**src/rtl/fp_mult_pipe.sv**
```systemverilog
// Three-stage pipelined floating-point multiplier with valid/ready flow control.
// Stages: unpack/exponent add/product, normalise, round-to-nearest-even and pack.
module fp_mult_pipe #(
  parameter int unsigned EXP_W  = 8,
  parameter int unsigned MANT_W = 24
) (
  input  logic                    clk,
  input  logic                    rst,
  input  logic                    in_valid,
  output logic                    in_ready,
  input  logic [EXP_W+MANT_W-1:0] a,
  input  logic [EXP_W+MANT_W-1:0] b,
  output logic                    out_valid,
  input  logic                    out_ready,
  output logic [EXP_W+MANT_W-1:0] res,
  output logic                    ovf,
  output logic                    unf,
  output logic                    inv
);

  localparam int unsigned W  = EXP_W + MANT_W;
  localparam int unsigned FW = MANT_W - 1;
  localparam int unsigned PW = 2 * MANT_W;
  localparam logic [EXP_W-1:0]        EMAX_F = '1;
  localparam logic signed [EXP_W+1:0] EMAX_S = {2'b00, {EXP_W{1'b1}}};
  localparam logic signed [EXP_W+1:0] BIAS_S = {3'b000, {(EXP_W-1){1'b1}}};
  localparam logic signed [EXP_W+1:0] ONE_S  = {{(EXP_W+1){1'b0}}, 1'b1};

  logic w_adv;
  assign w_adv    = !out_valid || out_ready;
  assign in_ready = w_adv;

  // Stage 1: unpack and classify
  logic              w_sa, w_sb;
  logic [EXP_W-1:0]  w_ea, w_eb;
  logic [FW-1:0]     w_fa, w_fb;
  logic              w_a_zero, w_b_zero, w_a_inf, w_b_inf, w_a_nan, w_b_nan;
  logic [PW-1:0]     w_ma, w_mb;
  logic signed [EXP_W+1:0] w_e1;

  assign {w_sa, w_ea, w_fa} = a;
  assign {w_sb, w_eb, w_fb} = b;
  assign w_a_zero = (w_ea == '0);
  assign w_b_zero = (w_eb == '0);
  assign w_a_inf  = (w_ea == EMAX_F) && (w_fa == '0);
  assign w_b_inf  = (w_eb == EMAX_F) && (w_fb == '0);
  assign w_a_nan  = (w_ea == EMAX_F) && (w_fa != '0);
  assign w_b_nan  = (w_eb == EMAX_F) && (w_fb != '0);
  assign w_ma     = {{MANT_W{1'b0}}, 1'b1, w_fa};
  assign w_mb     = {{MANT_W{1'b0}}, 1'b1, w_fb};
  assign w_e1     = $signed({2'b00, w_ea}) + $signed({2'b00, w_eb}) - BIAS_S;

  logic                    r_v1, r_sign1, r_inv1, r_inf1, r_zero1;
  logic signed [EXP_W+1:0] r_e1;
  logic [PW-1:0]           r_p1;

  // Stage 2: normalise to a MANT_W mantissa plus guard and sticky
  logic [MANT_W-1:0]       w_mant2;
  logic                    w_g2, w_s2;
  logic signed [EXP_W+1:0] w_e2;

  always_comb begin
    w_mant2 = r_p1[PW-2:MANT_W-1];
    w_g2    = r_p1[MANT_W-2];
    w_s2    = |r_p1[MANT_W-3:0];
    w_e2    = r_e1;
    if (r_p1[PW-1]) begin
      w_mant2 = r_p1[PW-1:MANT_W];
      w_g2    = r_p1[MANT_W-1];
      w_s2    = |r_p1[MANT_W-2:0];
      w_e2    = r_e1 + ONE_S;
    end
  end

  logic                    r_v2, r_sign2, r_inv2, r_inf2, r_zero2, r_g2, r_s2;
  logic signed [EXP_W+1:0] r_e2;
  logic [MANT_W-1:0]       r_mant2;

  // Stage 3: round, then select result by exception priority
  logic                    w_rnd;
  logic [MANT_W:0]         w_sum;
  logic [MANT_W-1:0]       w_mant3;
  logic signed [EXP_W+1:0] w_e3;
  logic [W-1:0]            w_res3;
  logic                    w_ovf3, w_unf3, w_inv3;

  assign w_rnd = r_g2 && (r_s2 || r_mant2[0]);
  assign w_sum = {1'b0, r_mant2} + {{MANT_W{1'b0}}, w_rnd};

  always_comb begin
    w_mant3 = w_sum[MANT_W-1:0];
    w_e3    = r_e2;
    if (w_sum[MANT_W]) begin
      w_mant3 = {1'b1, {FW{1'b0}}};
      w_e3    = r_e2 + ONE_S;
    end
    w_ovf3 = 1'b0;
    w_unf3 = 1'b0;
    w_inv3 = 1'b0;
    w_res3 = {r_sign2, w_e3[EXP_W-1:0], w_mant3[FW-1:0]};
    if (r_inv2) begin
      w_res3 = {1'b0, EMAX_F, 1'b1, {(FW-1){1'b0}}};
      w_inv3 = 1'b1;
    end else if (r_inf2) begin
      w_res3 = {r_sign2, EMAX_F, {FW{1'b0}}};
    end else if (r_zero2) begin
      w_res3 = {r_sign2, {(W-1){1'b0}}};
    end else if (!w_e3[EXP_W+1] && (w_e3 >= EMAX_S)) begin
      w_res3 = {r_sign2, EMAX_F, {FW{1'b0}}};
      w_ovf3 = 1'b1;
    end else if (w_e3[EXP_W+1] || (w_e3 == '0)) begin
      w_res3 = {r_sign2, {(W-1){1'b0}}};
      w_unf3 = 1'b1;
    end
  end

  always_ff @(posedge clk or posedge rst) begin
    if (rst) begin
      r_v1 <= 1'b0; r_sign1 <= 1'b0; r_inv1 <= 1'b0; r_inf1 <= 1'b0; r_zero1 <= 1'b0;
      r_e1 <= '0;   r_p1 <= '0;
      r_v2 <= 1'b0; r_sign2 <= 1'b0; r_inv2 <= 1'b0; r_inf2 <= 1'b0; r_zero2 <= 1'b0;
      r_g2 <= 1'b0; r_s2 <= 1'b0;    r_e2 <= '0;     r_mant2 <= '0;
      out_valid <= 1'b0; res <= '0; ovf <= 1'b0; unf <= 1'b0; inv <= 1'b0;
    end else if (w_adv) begin
      r_v1    <= in_valid;
      r_sign1 <= w_sa ^ w_sb;
      r_inv1  <= w_a_nan || w_b_nan || (w_a_inf && w_b_zero) || (w_a_zero && w_b_inf);
      r_inf1  <= w_a_inf || w_b_inf;
      r_zero1 <= w_a_zero || w_b_zero;
      r_e1    <= w_e1;
      r_p1    <= w_ma * w_mb;
      r_v2    <= r_v1;
      r_sign2 <= r_sign1;
      r_inv2  <= r_inv1;
      r_inf2  <= r_inf1;
      r_zero2 <= r_zero1;
      r_g2    <= w_g2;
      r_s2    <= w_s2;
      r_e2    <= w_e2;
      r_mant2 <= w_mant2;
      out_valid <= r_v2;
      res       <= w_res3;
      ovf       <= w_ovf3;
      unf       <= w_unf3;
      inv       <= w_inv3;
    end
  end

endmodule
```
**config.mk**
```make
export PLATFORM = sky130hd
export DESIGN_NAME = fp_mult_pipe
export DESIGN_NICKNAME = d
export VERILOG_FILES = /design/src/rtl/fp_mult_pipe.sv
export SDC_FILE = /design/constraint.sdc
export NUM_CORES = 2
export LEC_CHECK = 0
export BUFFER_PORTS_ARGS = -buffer_cell sky130_fd_sc_hd__buf_2
export CAP_MARGIN = 20
export CORE_ASPECT_RATIO = 2
export CORE_MARGIN = 2
export CORE_UTILIZATION = 40
export CTS_BUF_LIST = sky130_fd_sc_hd__clkbuf_4 sky130_fd_sc_hd__clkbuf_8 sky130_fd_sc_hd__clkbuf_16
export DETAILED_ROUTE_END_ITERATION = 12
export GPL_TIMING_DRIVEN = 0
export PLACE_DENSITY = 0.66
export SYNTH_ARGS = -nofsm -noshare
export SYNTH_HDL_FRONTEND = slang
export SYNTH_SLANG_ARGS = --single-unit
```
**constraint.sdc**
```tcl
create_clock -name clk -period 3.6 [get_ports clk]
set_input_delay 0 -clock clk [delete_from_list [all_inputs] [get_ports clk]]
set_output_delay 0 -clock clk [all_outputs]
set_load 0.005 [all_outputs]
```
==> flow_summary_export.csv <==
group,metric,value,unit
worst_setup_path,setup.worst_path.end,"r_p1[47]",
sta,slew_viol_final,0,
synth,synthMuxAreaShare,0.0116,
worst_setup_path,cp_slowest_cell,"fa_2",
grt,met2_usage,0.446,
floorplanning,initial_core_util,0.402,
detailed_routing,drc,0,
floorplanning,io_pins,105,
grt,grt_pass1_wl,138,mm
hold_path,hold_start,"b[24]",
placed_design,place_area,28200,µm²
sta,max_clock_freq,0.157,GHz
worst_setup_path,rr_startpoint,"r_mant2[0]",
hold_path,hold_class,"input pin to flip-flop",
grt,antenna_found_initial,2,
sta,clock_skew,0.0110,ns
floorplanning,num_rows,132,
detailed_routing,dr.first_iter.drc_count,1637,
grt,grt_pass1_vias,23300,
clocking,clk_pin_slew,0.07,ns
placed_design,gp_congestion,1.03,
synth,ys_ff_latch,140,
cells_and_area,areaGrowthSynthToFinish,29.9,%
synth,synthAdderAreaFrac,0.466,
worst_setup_path,r2r_end,"res[18]",
worst_setup_path,startpoint_type,"input pin",
sta,finalCritPeriodShare,1.77,
detailed_routing,viasPerCell,5.43,
grt,grt.busiest_layer,"met2",
synth,synth-compound-area-share,0.0721,
worst_setup_path,r2r_slack,0.25,ns
detailed_routing,drt_wl_total,93.3,mm
sta,period_needed,6.36,ns
grt,gr-usage-all-layers,0.281,
placed_design,numPortBuffers,103,
synth,avgSynthCellArea,8.90,µm²
detailed_routing,via_count,22300,
worst_setup_path,crit_path_max_incr_delay,0.62,ns
grt,grt_max_degree,43,
synth,synth_top_flop_cell,"dfrtp_1",
worst_setup_path,path_class,"input pin to flip-flop",
worst_setup_path,cp_cell_sequence,"buf_4 > clkbuf_8 > nand2_1 > fa_1 > inv_1 > fa_1 > fa_2 > fa_2 > fa_2 > fa_2 > inv_1 > fa_2 > inv_2 > ha_4 > nand4_1 > or3_4 > a2111oi_4 > or4b_4 > o21ai_4 > o311ai_2 > xnor2_1 > a21oi_1",
floorplanning,die_h,364,µm
cells_and_area,fin_area,33700,µm²
grt,met1_usage,0.344,
cells_and_area,layout.nets,4020,
worst_setup_path,crit_fanout,10,
synth,seq_area_frac_synth,0.135,
worst_setup_path,required,3.89,ns
synth,syn_nets,3656,
synth,async_reset_ff_frac,1.00,
clocking,clock_path_buffers,2,
floorplanning,dieArea,67000,µm²
sta,worst_pin_slew,0.857,ns
synth,syn_inst,2913,
synth,ys.warnings.count,0,
detailed_routing,ant_nets,0,
job,max_cap_viol_count,0,
clocking,clk_latency,0.43,ns
cells_and_area,drive_above_1_share,0.251,
worst_setup_path,arrival,6.65,ns
synth,synth_top_family_by_area,"adder cells",
synth,synth-simple-area-share,0.179,
worst_setup_path,endpoint_kind,"flip-flop",
clocking,clock_sinks,140,
status,violations,"negative setup slack",
worst_setup_path,setup.worst_path.start,"b[19]",
synth,synth_cell_types,69,
status,status,"finished, violations left",
clocking,cts_tree,"done",
clocking,cts_buffers,17,
placed_design,dp_hpwl,71.3,mm
clocking,cts-root-buf,"clkbuf_16",
synth,syn_area,25900,µm²
grt,met3_usage,0.0517,
grt,grt_overflow,0,
sta,grt_setup_unrepaired,"yes",
synth,synth_xor_area_frac,0.0274,
worst_setup_path,r2r_cells,11,
detailed_routing,drt-pass1-iter-count,7,
sta,finalHoldViolations,0,
sta,layout_setup_ws,-2.76,ns
clocking,htreeDepth,4,
floorplanning,core_area,64400,µm²
worst_setup_path,cpMostUsedCell,"fa_2",
synth,synth-edff-count,0,
sta,maxSlewHeadroom,0.429,
detailed_routing,wl_per_cell,22.8,µm
floorplanning,fp.dieW,184,µm
sta,finalSetupViolCount,40,
[worst max-delay path, delay by kind of cell]
family	cells	cell delay, ns
AOI/OAI and AO/OA	4	0.87
xor gates and xnor gates	1	0.22
adders and majority gates	8	3.99
buffers and inverters	5	0.60
and+or+nand+nor	4	0.94
[worst min-delay path by stage]
stage | end | slack [ns] | depth (start not counted)
global route | r_e1[1] | 0.08 | 5
CTS | r_e1[1] | 0.05 | 5
detailed placement | res[25] | 0.14 | 2
floorplan | r_v1 | 0.11 | 2
global placement | r_v1 | 0.21 | 3
finish | r_e1[1] | 0.06 | 5
[metal layers]
layer	part of all wire	vias to the layer above
met5	0.00026	-
met4	0.084	4
met3	0.080	359
met2	0.47	1060
met1	0.37	11200
li1	-	9649
[stage by stage]
stage | hold WS [ns] | setup WS (ns) | util | TNS, ns | std cells
finish | 0.0626 | -2.76 | 0.523 | -79.77 | 4100
global route | 0.0849 | -2.84 | 0.523 | -84.65 | 4094
CTS | 0.0503 | -2.58 | 0.508 | -76.90 | 4035
detailed placement | 0.136 | -4.16 | 0.439 | -122.11 | 3823
global placement | 0.207 | -4.10 | 0.438 | -120.54 | 3820
floorplan | 0.112 | -2.28 | - | -68.06 | 2913
[cell usage in the layout, fill, tap and decap left out, drive strengths merged, types with 4 or more instances in the layout]
cell type,synthesis,layout
inv,599,605
fa,483,483
nand2,421,421
buf,8,355
and2,250,250
ha,192,192
clkbuf,137,143
dfrtp,140,140
nor2,117,117
o21ai,102,102
a21oi,81,81
xnor2,42,42
xor2,39,39
nand4,32,32
mux2i,30,30
nand3,26,26
nor4,26,26
a21o,20,20
nor3,20,20
o21bai,15,15
a31oi,12,12
o21a,11,11
dlygate4sd3,0,9
a211oi,8,8
o31ai,7,7
diode,0,6
nor2b,6,6
nand3b,6,6
nand2b,6,6
clkinvlp,0,6
o22a,6,6
or3,6,6
and4,5,5
or2,5,5
clkinv,3,5
nor3b,4,4
and3,4,4
a2111oi,4,4
or4,4,4
[sequential cells by signal, summed over array words and instances (netlist names), 10 cells and up]
name,cells
r_e1,10
r_e2,10
r_mant2,24
r_p1,48
res,32
[cells in the mapped netlist, types with 7 or more instances]
library cell | n | area share
nor2_1 | 116 | 0.017
clkbuf_1 | 137 | 0.020
o21a_1 | 11 | 0.0032
inv_1 | 599 | 0.087
o21bai_1 | 15 | 0.0043
and2_1 | 250 | 0.060
xor2_1 | 39 | 0.013
dfrtp_1 | 140 | 0.14
nand4_1 | 29 | 0.0070
o21ai_0 | 79 | 0.015
nand3_1 | 25 | 0.0048
nor3_1 | 20 | 0.0039
nand2_1 | 421 | 0.061
o31ai_1 | 7 | 0.0020
a21o_1 | 20 | 0.0058
a21oi_1 | 81 | 0.016
a31oi_1 | 12 | 0.0029
ha_1 | 192 | 0.093
xnor2_1 | 42 | 0.014
mux2i_1 | 30 | 0.012
nor4_1 | 24 | 0.0058
fa_1 | 483 | 0.37
o21ai_2 | 20 | 0.0068
a211oi_1 | 8 | 0.0023
[layout make-up]
type / count / area (µm²)
sequential: 140 / 3500
inverter: 602 / 2340
clock inverter: 15 / 153
fill: 5787 / 30700
multi-input combinational: 2026 / 21000
buffer: 138 / 2030
tap: 804 / 1010
antenna: 6 / 15.0
clock buffer: 17 / 425
timing repair buffer: 352 / 3220
[repair_timing]
action                                  CTS  global route
buffers inserted                        170            69
resized for setup                       536           169
endpoints found under the hold margin    32             0
pin swaps                               178           106
gates cloned                              5             0
hold buffers                              9             0
endpoints found under the setup margin   41            61
[kinds of logic after synthesis]
| kind of cell | Yosys count |
|---|---|
| and+or+nand+nor | 945 |
| adders and majority gates | 675 |
| AOI/OAI and AO/OA | 295 |
| xor gates and xnor gates | 81 |
| buffers and inverters | 747 |
| muxes | 30 |
| DFF | 140 |
Power is left out: the tool's default activity adds up to more than one toggle a clock period on the data nets, which glitch-free logic cannot reach.
